[src/rtl/change_dispenser.sv]
// change_dispenser: pays a change amount out as quarters, dimes and nickels over a
// coin_req/hopper_ack handshake, tracking per-denomination inventory with saturating refills.
module change_dispenser #(
    parameter int CNT_W       = 8,
    parameter int Q_INIT      = 20,
    parameter int D_INIT      = 20,
    parameter int N_INIT      = 20,
    parameter int MAX_CHANGE  = 95,
    parameter int ACK_TIMEOUT = 255
) (
    input  logic             clk,
    input  logic             rst_n,
    input  logic             change_valid,
    input  logic [6:0]       change_amt,
    output logic             change_ready,
    output logic             coin_req,
    output logic [1:0]       coin_type,
    input  logic             hopper_ack,
    input  logic             refill_valid,
    input  logic [1:0]       refill_type,
    input  logic [CNT_W-1:0] refill_count,
    output logic [CNT_W-1:0] q_cnt,
    output logic [CNT_W-1:0] d_cnt,
    output logic [CNT_W-1:0] n_cnt,
    output logic             done,
    output logic             err,
    output logic [1:0]       err_code,
    output logic [6:0]       short_amt
);
    localparam int TW = $clog2(ACK_TIMEOUT + 1);

    typedef enum logic [2:0] {IDLE, CHECK, SELECT, WAIT_ACK, DONE, ERR} state_t;

    state_t         state, state_nx;
    logic [4:0]     rem, rem_nx;
    logic [TW-1:0]  tmo, tmo_nx;
    logic [1:0]     type_nx, code_nx;
    logic [6:0]     short_nx, rem_cents;
    logic [4:0]     coin_val;
    logic           bad_amt, ack_ok;

    function automatic logic [CNT_W-1:0] sat_init(input int v);
        return (v > (2 ** CNT_W - 1)) ? '1 : CNT_W'(v);
    endfunction

    // Refill and ack decrement on the same edge combine before saturation.
    function automatic logic [CNT_W-1:0] upd(input logic [CNT_W-1:0] c, input logic add,
                                             input logic [CNT_W-1:0] amt, input logic sub);
        logic [CNT_W:0] s;
        s = {1'b0, c} + (add ? {1'b0, amt} : '0) - {{CNT_W{1'b0}}, sub};
        return s[CNT_W] ? '1 : s[CNT_W-1:0];
    endfunction

    assign change_ready = state == IDLE;
    assign coin_req     = state == WAIT_ACK;
    assign done         = state == DONE;
    assign err          = state == ERR;
    assign ack_ok       = coin_req && hopper_ack;
    assign bad_amt      = change_amt > 7'(MAX_CHANGE) || change_amt % 7'd5 != 7'd0;
    assign rem_cents    = 7'({2'b00, rem} * 7'd5);
    assign coin_val     = coin_type == 2'b10 ? 5'd5 : coin_type == 2'b01 ? 5'd2 : 5'd1;

    always_comb begin
        state_nx = state;
        rem_nx   = rem;
        tmo_nx   = tmo;
        type_nx  = coin_type;
        code_nx  = err_code;
        short_nx = short_amt;
        case (state)
            IDLE: if (change_valid) begin
                if (bad_amt) begin
                    state_nx = ERR;
                    code_nx  = 2'b01;
                    short_nx = change_amt;
                end else begin
                    state_nx = CHECK;
                    rem_nx   = 5'(change_amt / 7'd5);
                    code_nx  = 2'b00;
                    short_nx = 7'd0;
                end
            end
            CHECK: state_nx = rem == 5'd0 ? DONE : SELECT;
            SELECT: begin
                tmo_nx   = '0;
                state_nx = WAIT_ACK;
                if (rem >= 5'd5 && q_cnt != '0)      type_nx = 2'b10;
                else if (rem >= 5'd2 && d_cnt != '0) type_nx = 2'b01;
                else if (n_cnt != '0)                type_nx = 2'b00;
                else begin
                    state_nx = ERR;
                    code_nx  = 2'b10;
                    short_nx = rem_cents;
                end
            end
            WAIT_ACK: if (hopper_ack) begin
                rem_nx   = rem - coin_val;
                state_nx = CHECK;
            end else if (tmo == TW'(ACK_TIMEOUT - 1)) begin
                state_nx = ERR;
                code_nx  = 2'b11;
                short_nx = rem_cents;
            end else begin
                tmo_nx = tmo + 1'b1;
            end
            default: state_nx = IDLE;
        endcase
    end

    always_ff @(posedge clk or negedge rst_n) begin
        if (!rst_n) begin
            state     <= IDLE;
            rem       <= '0;
            tmo       <= '0;
            coin_type <= 2'b00;
            err_code  <= 2'b00;
            short_amt <= 7'd0;
            q_cnt     <= sat_init(Q_INIT);
            d_cnt     <= sat_init(D_INIT);
            n_cnt     <= sat_init(N_INIT);
        end else begin
            state     <= state_nx;
            rem       <= rem_nx;
            tmo       <= tmo_nx;
            coin_type <= type_nx;
            err_code  <= code_nx;
            short_amt <= short_nx;
            q_cnt     <= upd(q_cnt, refill_valid && refill_type == 2'b10, refill_count,
                             ack_ok && coin_type == 2'b10);
            d_cnt     <= upd(d_cnt, refill_valid && refill_type == 2'b01, refill_count,
                             ack_ok && coin_type == 2'b01);
            n_cnt     <= upd(n_cnt, refill_valid && refill_type == 2'b00, refill_count,
                             ack_ok && coin_type == 2'b00);
        end
    end
endmodule

[config.mk]
export PLATFORM = sky130hd
export DESIGN_NAME = change_dispenser
export DESIGN_NICKNAME = d
export VERILOG_FILES = /design/src/rtl/change_dispenser.sv
export SDC_FILE = /design/constraint.sdc
export NUM_CORES = 1
export LEC_CHECK = 0
export CAP_MARGIN = 20
export CORE_ASPECT_RATIO = 1.5
export CORE_MARGIN = 8
export CORE_UTILIZATION = 55
export DETAILED_ROUTE_END_ITERATION = 10
export HOLD_SLACK_MARGIN = 0.02
export PLACE_DENSITY_LB_ADDON = 0.25
export SYNTH_ARGS = -nofsm -noshare
export SYNTH_HDL_FRONTEND = slang
export SYNTH_SLANG_ARGS = --single-unit
[constraint.sdc]
create_clock -name clk -period 5.05 [get_ports clk]
set_input_delay 0.505 -clock clk [delete_from_list [all_inputs] [get_ports clk]]
set_output_delay 0.505 -clock clk [all_outputs]
set_load 0.05 [all_outputs]
* Yosys cells after proc, flatten, opt, wreduce, memory -nomap -nowiden
Index checks and enable logic that the tools add are counted.
** Cells by class
- Multipliers :: 1
- Equal/unequal tests :: 20
- Reductions and logical operators :: 27
- Add/sub/neg operators :: 8
- Muxes and demuxes :: 43
- $lt $le $gt $ge :: 3
- Divide/modulo/power cells :: 2
** Operators with widths (number)
- $mux 8 :: 8
- $mux 7 :: 7
- $add 8x8->9 :: 3
- $mux 3 :: 9
- $sub 9x1->9 :: 3
- $reduce_bool 8->1 :: 3
- $pmux 7 s3 :: 1
- $mux 2 :: 10
- $pmux 8 s2 :: 1
- $mux 5 :: 3
- $ne 2x2->1 const B :: 7
- $pmux 3 s4 :: 1
- $pmux 5 s2 :: 1
- $logic_and 1x1->1 :: 9
- $add 8x1->8 const B :: 1
- $eq 8x8->1 const B :: 1
- $div 7x3->7 const B :: 1
- $gt 7x7->1 const B :: 1
- $mod 7x3->7 const B :: 1
- $mul 5x3->7 const B :: 1
- $reduce_and 7->1 :: 1
- $reduce_bool 7->1 :: 1
- $eq 3x2->1 const B :: 2
- $eq 3x3->1 const B :: 2
- 19 further kinds :: 26
** Storage, ports and cells
- Output and inout bits :: 39
- Word-level logic and storage cells :: 113
- Input bits :: 22
- Register bits after elaboration :: 51

* Logic depth before layout (Yosys ltp)
- Depth after elaboration :: 6
- Mapped depth :: 19
- Depth with buffers taken out :: 18

* Worst setup path after synthesis
OpenSTA, ideal clock, no wires.
- Kind :: register to register
- From :: register state[1]
- To :: register n_cnt[2]
- Period minus slack after synthesis :: 3.906 ns
- Cell stages (with the launch flop) :: 20
- Setup slack :: 1.144 ns
- Buffers on the path :: 2
- Required time :: 4.945 ns
- Data arrival time :: 3.801 ns
- Library setup time :: 0.105 ns
- Cells stage by stage :: dfrtp_1 > clkbuf_1 > and3_1 > clkbuf_1 > nand2_1 > nor3_1 > ha_1 > inv_1 > ha_1 > inv_1 > fa_1 > nor2b_1 > o21ai_0 > nand2b_1 > a21o_1 > a21o_1 > a21o_1 > a21oi_1 > xor2_1 > o21ai_0
** On the way
- Cells in the longest elaborated chain, start to end :: 5
** RTL lines
- start: declaration :: line 34 : state_t state, state_nx;
- start signal: assignment :: line 122 : state <= state_nx;
- $eq 3x2->1 :: line 55 : assign coin_req = state == WAIT_ACK;
- named net coin_req :: line 16 : output logic coin_req,
- $logic_and 1x1->1 :: line 58 : assign ack_ok = coin_req && hopper_ack;
- $logic_and 1x1->1 :: line 133 : ack_ok && coin_type == 2'b00);
- $sub 9x1->9 :: line 50 : s = {1'b0, c} + (add ? {1'b0, amt} : '0) - {{CNT_W{1'b0}}, sub};
- $mux 8 :: line 51 : return s[CNT_W] ? '1 : s[CNT_W-1:0];
- end signal: assignment :: line 120 : n_cnt <= sat_init(N_INIT);
- end signal: assignment :: line 132 : n_cnt <= upd(n_cnt, refill_valid && refill_type == 2'b00, refill_count,
- end: declaration :: line 24 : output logic [CNT_W-1:0] n_cnt,
The timed path passes the listed nets, and every way through them passes these cells.
A chain may end at the register's enable or synchronous reset.

* Worst setup path after layout
- From :: input change_amt[3]
- To :: register rem[2]
** On the way
- Cells in the longest elaborated chain, start to end :: 5
- Elaborated cells on any way between the ends :: 10
- Those cells by class :: div (2); order compare (1); eq/ne (1); mux (3); reduce/logical (3)
** RTL lines
- start: declaration :: line 14 : input logic [6:0] change_amt,
- $mod 7x3->7 :: line 59 : assign bad_amt = change_amt > 7'(MAX_CHANGE) || change_amt % 7'd5 != 7'd0;
- $reduce_bool 7->1 :: line 59
- $logic_or 1x1->1 :: line 59
- $ne 2x2->1 (no source line)
- $reduce_and 4->1 (no source line)
- end signal: assignment :: line 123 : rem <= rem_nx;
- end: declaration :: line 35 : logic [4:0] rem, rem_nx;
Parallel ways exist; a longest one is shown, timed or not. The select of a mux whose other input is x is not followed.

==> metrics.md <==
| Metric | Value |
|---|---|
| Clock skew | `0.008261 ns` |
| Root Buffer Master | `clkbuf_16` |
| HP Class | `in2async` |
| Antenna-violating nets left | `0` |
| Area contributors post-synth | `dfrtp_1 (24%), ha_1 (16%), inv_1 (6.7%)` |
| Via count | `4143` |
| All-Layer GR Usage | `20.07%` |
| Top-count cell post-synth | `inv_1` |
| Fmax | `0.2451 GHz` |
| H-tree depth | `2` |
| Main combinational cell family by area after synthesis | `compound AO/OA/AOI/OAI gates` |
| Synth cell count leaders | `inv_1 (84), nand2_1 (75), ha_1 (61)` |
| Initial Util | `56.40%` |
| Syn Nets | `652` |
| CTS Buf Count | `5` |
| Clk_lat worst skew | `0.30 ns` |
| Drt first pass iters | `6` |
| Post-synth top area share | `23.88%` |
| Layout fillers | `729` |
| Area Overhead vs Synth | `17.11%` |
| Minimum clock period | `4.080 ns` |
| Final Max Slew Viols | `0` |
| Worst slew pin tran | `0.8302 ns` |
| Post-synthesis compound-gate area fraction | `19.90%` |
| Vias per inst | `5.707` |
| Rel. slew slack | `44.54%` |
| Mean post-synth cell area | `8.361 µm²` |
| Yosys Warn Count | `0` |
| Die area | `11850 µm²` |
| ANT cells | `0` |
| Port Buffer Count | `60` |
| Die Width | `91.61 µm` |
| Setup CP Type | `in2reg` |
| Final Cycle Share | `80.79%` |
| Setup violations, final | `0` |
| I/O pins | `61` |
| Tot Pwr | `3.535 mW` |
| Min Hold Slack | `0.3152 ns` |
| Worst-path clk slew | `0.07 ns` |
| Seq/Total Area, Yosys | `27.22%` |
| Setup bufs post-CTS | `0` |
| Vias in the first global route | `4308` |
| Async S/R FF share, synth | `100.0%` |
| Largest net degree at the start of global routing | `52` |
| Critical path capture point type | `flop` |
| Residual DRC count | `0` |
| Most used DFF post-synth | `dfrtp_1` |
| DP HPWL | `9113 µm` |
| Core ar. | `8362 µm²` |
| Yosys cell types | `73` |
| Routed WL per cell | `15.77 µm` |
| Final Hold Fails | `0` |
| Leakage Power | `2.674 nW` |
| TNS Setup | `0 ns` |
| Grt total ovfl | `0` |
| Met1 usage | `20.98%` |
| Final net count | `706` |
| RSZ-0062 raised after global routing | `false` |
| Initial antenna violation count | `0` |
| Worst Path Required | `5.22 ns` |
| Post-CTS Resized | `0` |
| Fraction of the mapped netlist area in adder cells | `18.31%` |
| Leading area contributor after synthesis | `dfrtp_1` |
| Synth Area in XOR/XNOR | `6.129%` |
| Crit path DAT | `4.25 ns` |
| Register-to-register setup slack | `1.00 ns` |
| PwrDens | `640.1 nW/µm²` |
| Clk buf depth | `2` |
| Grt met3 use | `3.183%` |
| Met2 usage | `37.94%` |
| Critical path fanouts, max | `19` |
| Post-synth EDFFs | `0` |
| Synth Area in Simple Gates | `18.28%` |
| Mapped cell area | `4716 µm²` |
| Die Y | `129.4 µm` |
| Post-synthesis mux area share | `0.6633%` |
| Yosys reg bits | `51` |
| Status | `complete, no violations` |
| Worst setup SP type | `input pin` |
| Max-cap check violation count | `0` |
| Final Wtd Congestion | `0.9169` |
| Routed WL | `11450 µm` |
| Max IR drop VDD | `0.4748 mV` |
| Clock Sinks | `51` |
| # hold bufs at CTS | `0` |
| Cell row count | `41` |
| Initial DRC Count | `181` |
| First-pass GRT wire length | `19540 µm` |
| Layout cell share with drive strength beyond 1 | `7.270%` |
| TritonCTS clock tree | `built` |
| GRT busiest layer | `met2` |
| Synth Instances | `564` |
==> cells by family after synthesis <==
family,Yosys count
compound gates,130
xor+xnor,33
fa+ha+maj,66
buf+inv,106
flops,51
mux,3
simple gates,175
==> through the flow <==
stage | utilization, % | area, µm² | std cells | worst slack [ns]
finish | 66.05 | 5523 | 726 | 0.9699
global route | 66.05 | 5523 | 726 | 0.6401
CTS | 66.05 | 5523 | 726 | 0.9749
detailed placement | 64.30 | 5376 | 718 | 0.6568
global placement | 64.30 | 5376 | 718 | 0.7688
floorplan | - | 4716 | 564 | 1.144
==> sequential cells by signal (all words and copies together), names as in the netlist <==
register   flops
rem            5
state          3
tmo            8
short_amt      7
d_cnt          8
n_cnt          8
err_code       2
coin_type      2
q_cnt          8
==> metal layers <==
layer | up-vias | wire (µm)
li1 | 2033 | -
met1 | 1981 | 4550
met2 | 99 | 6071
met3 | 30 | 406
met4 | 0 | 422
met5 | - | 0
==> power breakdown <==
group          total, mW  switching (mW)  internal [mW]
sequential         0.771           0.171          0.600
combinational       2.42            1.47          0.957
clock              0.341           0.155          0.186
==> path summary, 6_finish.rpt <==
path | from | to | depth (start not counted)
max reg2reg | state[1] | n_cnt[2] | 17
min | rst_n | short_amt[1] | 2
min in group clk | short_amt[6] | short_amt[6] | 2
min reg2reg | short_amt[6] | short_amt[6] | 2
max | change_amt[3] | rem[2] | 16
max in group asynchronous | rst_n | q_cnt[1] | 2
==> critical path, cell delays in order <==
cell and delay, ns:
clkdlybuf4s50_1 0.89, nand4bb_1 0.25, o22ai_1 0.15, a21o_1 0.23, o21ai_0 0.14, o21ai_0 0.10
nand2_1 0.08, o311ai_0 0.21, xnor2_1 0.21, ha_1 0.23, nand2_1 0.06, o2111a_2 0.22
a21oi_2 0.05, a221oi_4 0.54, and2_4 0.29, o211ai_1 0.10
==> cells in the final DEF, fill, tap and decap left out, types with 7 or more instances in the layout <==
| master | instances |
|---|---|
| inv_1 | 84 |
| nand2_1 | 75 |
| ha_1 | 61 |
| clkdlybuf4s50_1 | 59 |
| dfrtp_1 | 45 |
| o21ai_0 | 27 |
| a21oi_1 | 27 |
| nor2_1 | 21 |
| xnor2_1 | 19 |
| a21o_1 | 17 |
| xor2_1 | 14 |
| nand3_1 | 12 |
| nand2b_1 | 12 |
| nor3_1 | 11 |
| nor2b_1 | 10 |
| buf_4 | 8 |
| and3_1 | 7 |
| nor4_1 | 7 |
==> final cells by class <==
cell class / count / area (µm²) / share of cell area (%)
repair buffers: 68 / 655.6 / 11.87
inverters: 85 / 319.1 / 5.777
multi-input cells: 407 / 2984 / 54.03
clock inverters: 2 / 17.52 / 0.3172
clock buffers: 6 / 128.9 / 2.333
flip-flops and latches: 51 / 1284 / 23.24
well taps: 107 / 133.9 / 2.424
Note: power is estimated with default switching activity, not from simulation.
